**src/rtl/key_debounce_encoder.sv**
```systemverilog
`timescale 1ns/1ps
`default_nettype none
// +------------------------------------------------------------------------+
// | Module      : key_debounce_encoder                                     |
// | Description : Synchronises and debounces four raw piano keys, locks    |
// |               the highest-priority pressed key and drives the note     |
// |               decoder select/enable plus press/release strobes.        |
// | Option      : KEY_REPEAT_EN - periodic press_pulse while a key is held |
// | Revision    : 1.0 - initial release                                    |
// +------------------------------------------------------------------------+
module key_debounce_encoder #(
  parameter int DEBOUNCE_CYCLES = 1000,
  parameter int REPEAT_CYCLES   = 5000
) (
  input  logic       clk,
  input  logic       rst_n,
  input  logic [3:0] key,
  output logic [1:0] sel,
  output logic       sel_en,
  output logic       press_pulse,
  output logic       release_pulse
);

  localparam int MAX_CYCLES = (DEBOUNCE_CYCLES > REPEAT_CYCLES) ? DEBOUNCE_CYCLES : REPEAT_CYCLES;
  localparam int CNT_W      = $clog2(MAX_CYCLES + 1);
  // The counter update that would reach the limit is the one that commits.
  localparam logic [CNT_W-1:0] DB_LAST = CNT_W'(DEBOUNCE_CYCLES - 1);

  typedef enum logic [0:0] {IDLE = 1'b0, HELD = 1'b1} state_t;

  logic [3:0] sync1;
  logic [3:0] ks;
  logic [3:0] stable;
  logic [1:0] lock_idx;

  state_t     state, state_d;
  logic [1:0] sel_d;
  logic       sel_en_d;
  logic       press_d;
  logic       release_d;

  // Two-flop synchroniser bringing the asynchronous key levels into clk.
  always_ff @(posedge clk or negedge rst_n) begin
    if (!rst_n) begin
      sync1 <= 4'b0000;
      ks    <= 4'b0000;
    end else begin
      sync1 <= key;
      ks    <= sync1;
    end
  end

  generate
    for (genvar i = 0; i < 4; i++) begin : g_key
      logic [CNT_W-1:0] db_cnt;
      logic             stab;

      // Accept a new key level only after it differs for DEBOUNCE_CYCLES consecutive cycles.
      always_ff @(posedge clk or negedge rst_n) begin
        if (!rst_n) begin
          db_cnt <= '0;
          stab   <= 1'b0;
        end else if (ks[i] == stab) begin
          db_cnt <= '0;
        end else if (db_cnt == DB_LAST) begin
          stab   <= ks[i];
          db_cnt <= '0;
        end else begin
          db_cnt <= db_cnt + 1'b1;
        end
      end

      assign stable[i] = stab;
    end
  endgenerate

  // Priority encoder: key3 wins over every lower index.
  always_comb begin
    lock_idx = 2'd0;
    if (stable[3])      lock_idx = 2'd3;
    else if (stable[2]) lock_idx = 2'd2;
    else if (stable[1]) lock_idx = 2'd1;
    else                lock_idx = 2'd0;
  end

`ifdef KEY_REPEAT_EN
  localparam logic [CNT_W-1:0] REP_LAST = CNT_W'(REPEAT_CYCLES - 1);
  logic [CNT_W-1:0] rep_cnt, rep_cnt_d;

  // Repeat counter register; it only moves while a key is locked.
  always_ff @(posedge clk or negedge rst_n) begin
    if (!rst_n) rep_cnt <= '0;
    else        rep_cnt <= rep_cnt_d;
  end
`endif

  // Next-state and next-output logic for the lock FSM.
  always_comb begin
    state_d   = state;
    sel_d     = sel;
    sel_en_d  = sel_en;
    press_d   = 1'b0;
    release_d = 1'b0;
`ifdef KEY_REPEAT_EN
    rep_cnt_d = rep_cnt;
`endif
    case (state)
      IDLE: begin
        sel_en_d = 1'b0;
        if (|stable) begin
          sel_d    = lock_idx;
          sel_en_d = 1'b1;
          press_d  = 1'b1;
          state_d  = HELD;
`ifdef KEY_REPEAT_EN
          rep_cnt_d = '0;
`endif
        end
      end
      HELD: begin
`ifdef KEY_REPEAT_EN
        if (!stable[sel]) begin
          sel_en_d  = 1'b0;
          release_d = 1'b1;
          state_d   = IDLE;
          rep_cnt_d = '0;
        end else if (rep_cnt == REP_LAST) begin
          press_d   = 1'b1;
          rep_cnt_d = '0;
        end else begin
          rep_cnt_d = rep_cnt + 1'b1;
        end
`else
        if (!stable[sel]) begin
          sel_en_d  = 1'b0;
          release_d = 1'b1;
          state_d   = IDLE;
        end
`endif
      end
      default: begin
        state_d  = IDLE;
        sel_en_d = 1'b0;
      end
    endcase
  end

  // State and registered outputs; reset drops sel_en without a clock edge.
  always_ff @(posedge clk or negedge rst_n) begin
    if (!rst_n) begin
      state         <= IDLE;
      sel           <= 2'd0;
      sel_en        <= 1'b0;
      press_pulse   <= 1'b0;
      release_pulse <= 1'b0;
    end else begin
      state         <= state_d;
      sel           <= sel_d;
      sel_en        <= sel_en_d;
      press_pulse   <= press_d;
      release_pulse <= release_d;
    end
  end

endmodule
`default_nettype wire

```
**config.mk**
```make
export PLATFORM = sky130hd
export DESIGN_NAME = key_debounce_encoder
export DESIGN_NICKNAME = d
export VERILOG_FILES = /design/src/rtl/key_debounce_encoder.sv
export SDC_FILE = /design/constraint.sdc
export NUM_CORES = 1
export LEC_CHECK = 0
export CAP_MARGIN = 20
export CORE_ASPECT_RATIO = 1.2
export CORE_MARGIN = 1
export CORE_UTILIZATION = 60
export DETAILED_ROUTE_END_ITERATION = 16
export GPL_ROUTABILITY_DRIVEN = 0
export MAX_ROUTING_LAYER = met4
export PLACE_DENSITY = 0.78
export SETUP_SLACK_MARGIN = 0.05
export SYNTH_ARGS = -nofsm -noshare
export SYNTH_HDL_FRONTEND = slang
export SYNTH_SLANG_ARGS = --single-unit
```
**constraint.sdc**
```tcl
create_clock -name clk -period 1.85 [get_ports clk]
set_input_delay 0.185 -clock clk [delete_from_list [all_inputs] [get_ports clk]]
set_output_delay 0.185 -clock clk [all_outputs]
set_load 0.05 [all_outputs]
```
; Yosys cells after proc, flatten, opt, wreduce, memory -nomap -nowiden
; Cells that the tools add are included.
[classes]
bitwise = 5
n_lt_le_gt_ge = 1
n_reduce_logical = 6
eq_ne = 9
n_addsub = 4
n_mux = 21
[op_table]
columns = operator, count
row1 = $mux 13, 8
row2 = $add 13x1->13 const B, 4
row3 = $eq 13x10->1 const B, 4
row4 = $reduce_and 2->1, 5
row5 = $mux 1, 8
row6 = $not 1->1, 5
row7 = $eq 1x1->1, 4
row8 = $mux 2, 2
row9 = $pmux 1 s2, 2
row10 = $reduce_or 4->1, 1
row11 = $lt 2x3->1 const B, 1
row12 = $bmux 1 s2, 1
row13 = $ne 2x2->1 const B, 1
[totals]
output_inout_bits = 5
regBits = 70
inputBits = 6

; Logic depth before layout (Yosys ltp)
[depth]
depth_word = 4
mapped_depth = 6
depth_no_buf = 5

; Worst setup path after synthesis
; No wires, ideal clock.
[synth_path]
path_kind = register to register
start = register g_key[3].db_cnt[3]
end = register g_key[3].stab
path_buffers = 0
slack_ns = 0.182
setup_ns = 0.125
arrival_ns = 1.543
stages_incl_launch_ff = 4
period_less_slack_ns = 1.668
t_required_ns = 1.725
path_cell_list = dfrtp_1 or4_4 nor4_1 mux2_2
[synth_via]
elab_chain_cells = 2
[synth_rtl]
columns = element, line
row1 = from (decl), 55  ; logic [CNT_W-1:0] db_cnt;
row2 = from (signal assigned), 69  ; db_cnt <= db_cnt + 1'b1;
row3 = $eq 13x10->1, 65  ; end else if (db_cnt == DB_LAST) begin
row4 = $reduce_and 2->1 (no source line), --
row5 = to (signal assigned), 66  ; stab <= ks[i];
row6 = to (decl), 56  ; logic stab;
; Every way passes these cells.
; A chain may end at the register's enable or synchronous reset.

; Final worst setup path
[layout_path]
start = register sel[0]
end = output port sel[0]
[layout_rtl]
columns = element, line
row1 = from (decl), 18  ; output logic [1:0] sel,
row2 = from (signal assigned), 158  ; sel <= sel_d;
; No word-level cell between the ends.

==> metrics.md <==
| Metric | Value |
|---|---|
| Die width | 67.73 µm |
| Synth top area cells | dfrtp_1 56%, xnor2_1 9.0%, nor2_1 7.2% |
| Clock Pin Slew Worst Setup and Hold Paths | 0.06 ns |
| Arrival @ worst endpoint | 1.57 ns |
| Tot GR Track Use | 21.48% |
| CTS sink count | 70 |
| Outcome | complete, no violations |
| Area grow syn2layout | 14.48% |
| Fin area | 0.003561 mm² |
| First-pass GRT wire length | 8390 µm |
| Setup TNS | 0 ns |
| Crit path launch type | register |
| Register area share after synthesis | 56.32% |
| RSZ-0062 raised after global routing | false |
| Placed instance count | 360 |
| Cell Pwr Density | 886.7 mW/mm² |
| Fill cells | 345 |
| Initial DRC Count | 86 |
| Area of the mapped netlist | 0.003110 mm² |
| Clock buffer depth | 2 |
| Fin. Hold Viols | 0 |
| Worst Path Max Fanout | 3 |
| DRC viols | 0 |
| Vias in the first global route | 1965 |
| CP required | 1.66 ns |
| Detailed Place HPWL | 3236 µm |
| Worst-Margin Slew | 0.4898 ns |
| Antenna-violating nets left | 0 |
| Crit-path cells | clkdlybuf4s50_1 |
| Worst r2r path cells | 3 |
| Yosys warnings | 0 |
| Buf/Inv on CP | 1 |
| Leak | 1.519 nW |
| Cell variety after synth | 34 |
| Slew Limit Fails | 0 |
| Antenna violations before repair | 0 |
| Core Region | 0.004975 mm² |
| Die height | 80.87 µm |
| Routed WL per cell | 13.12 µm |
| Vias per inst | 5.481 |
| F_max | 571.0 MHz |
| Worst Clk Skew | 0.007896 ns |
| Net count, final | 322 |
| Top cell type's share of synthesized area | 56.32% |
| Setup violators final | 0 |
| Number of antenna repair diodes | 0 |
| Number of core rows | 28 |
| Hold depth | 1 |
| Placed Area | 0.003301 mm² |
| Fin util | 71.58% |
| Area of the multi-input gates | 0.001297 mm² |
| Die Area | 0.005477 mm² |
| Hold Path Class | input port to register |
| DRT Wirelength | 4932 µm |
| Commonest cells after routing, fill and taps aside | 70 x dfrtp_1, 60 x nor2_1, 32 x xnor2_1 |
| Syn nets | 298 |
| Final worst-path cycle share | 94.66% |
| CTS root buffer | clkbuf_8 |
| Total grt overflow | 0 |
| Largest net degree at the start of global routing | 71 |
| WS Path Type | register to output port |
| Top Ports | 11 |
| Largest stage delay on the critical path | 0.83 ns |
| CTS tree | yes |
| Area leader, netlist | dfrtp_1 |
| Htree depth | 3 |
| Detailed Routing Iterations Pass 1 | 4 |
| Num CTS Buffers | 9 |
| Number of synthesized register bits | 70 |
| Synth Instances | 288 |
| Slowest-stage cell, CP | clkdlybuf4s50_1 |
| Final Non-Filler Cells | 376 |
| Crit path depth | 1 |
| CP endpoint kind | output port |
| Clk_lat worst skew | 0.33 ns |
| Slew margin rel. | 67.24% |
| Post-CTS setup buffer count | 0 |
| Initial Util | 62.53% |
| Layout cells sized above 1 | 11.08% |
| Number of port buffers | 10 |
| Fin crit period | 1.751 ns |
| VDD IR max | 0.6838 mV |
| Crit path max-delay family | buffers and inverters |
| Most common cell after layout, fill and taps aside | dfrtp_1 |
| Register area | 0.001752 mm² |
| Max Cap Viol | 0 |
| Mapped Avg Cell Area | 10.80 µm² |
| Vias | 2061 |
through the flow:
step / total power [mW] / hold slack [ns] / setup WS, ns
6_report: 3.158 / 0.2892 / 0.09879
5_1_grt: 3.276 / 0.2932 / 0.04954
4_1_cts: 3.185 / 0.2761 / 0.08478
3_5_place_dp: 1.724 / 0.2334 / 0.07533
3_3_place_gp: 1.720 / 0.2323 / 0.1404
2_1_floorplan: 1.668 / -0.1106 / 0.1822
repair_timing:
action                                  4_1_cts  5_1_grt
endpoints found under the setup margin        1       25
hold endpoints to repair                     70        0
pin swaps                                     0        3
hold buffers                                  1        0
resized for setup                             1        3
state kept, by name, summed over array words and instances (netlist names):
| signal | count |
|---|---|
| press_pulse | 1 |
| sel_en | 1 |
| sync1 | 4 |
| ks | 4 |
| release_pulse | 1 |
| g_key.db_cnt | 52 |
| g_key.stab | 4 |
| state | 1 |
| sel | 2 |
area by class of cell:
| class | count | share of cell area (%) |
|---|---|---|
| inverters | 10 | 1.054 |
| flip-flops and latches | 70 | 49.19 |
| clock inverters | 4 | 2.670 |
| repair buffers | 17 | 4.568 |
| well taps | 60 | 2.108 |
| multi-input cells | 204 | 36.44 |
| clock buffers | 11 | 3.970 |
routing by layer:
layer	wire (µm)	global-route usage, %	share of wire, %
met2	2380	33.17	48
met4	57	8.723	1.2
met1	2332	26.05	47
met5	0	-	0
met3	162	6.461	3.3
worst paths after layout:
check / from / slack (ns) / end
max: sel[0]$_DFFE_PN0P_ / 0.1 / sel[0]
min: key[1] / 0.29 / sync1[1]$_DFF_PN0_
max reg2reg: g_key[3].db_cnt[10]$_DFF_PN0_ / 0.11 / g_key[3].stab$_DFFE_PN0P_
min reg2reg: sync1[2]$_DFF_PN0_ / 0.35 / ks[2]$_DFF_PN0_
max in group asynchronous: rst_n / 1.15 / g_key[1].db_cnt[12]$_DFF_PN0_
min in group asynchronous: rst_n / 0.38 / g_key[0].db_cnt[10]$_DFF_PN0_
cells by family (layout without fill, tap and decap cells):
family	count (synthesis)	after routing	share of synthesized area (%)
AOI/OAI and AO/OA	8	8	2.213
adders and majority gates	4	4	1.609
muxes	4	4	1.931
and+or+nand+nor	140	140	22.00
DFF	70	70	56.32
buffers and inverters	14	42	2.413
xor gates and xnor gates	48	48	13.52
power by group:
| group | switching, mW | total [mW] | internal [mW] | leakage [nW] |
|---|---|---|---|---|
| logic | 0.0664 | 0.111 | 0.0444 | 0.450 |
| registers | 0.0244 | 1.58 | 1.56 | 0.950 |
| clock network | 0.539 | 1.46 | 0.924 | 0.119 |
| total | 0.630 | 3.16 | 2.53 | 1.52 |
synthesized netlist by cell type:
master	number
a21o_1	1
a21oi_1	2
a31o_2	1
and3_1	3
and3_2	1
and4_1	3
buf_6	3
clkbuf_1	1
dfrtp_1	70
ha_1	4
inv_1	10
mux2_2	2
mux2_4	1
mux4_2	1
nand2_1	16
nand2_2	1
nand3_1	16
nand4_1	8
nand4b_1	1
nand4bb_1	1
nor2_1	60
nor2b_1	1
nor3_1	12
nor4_1	10
nor4b_1	1
nor4bb_1	1
o21ai_0	3
o41ai_4	1
or2_2	1
or3_1	1
or4_1	1
or4_4	2
xnor2_1	32
xor2_1	16
Power figures use the tool's default switching activity.
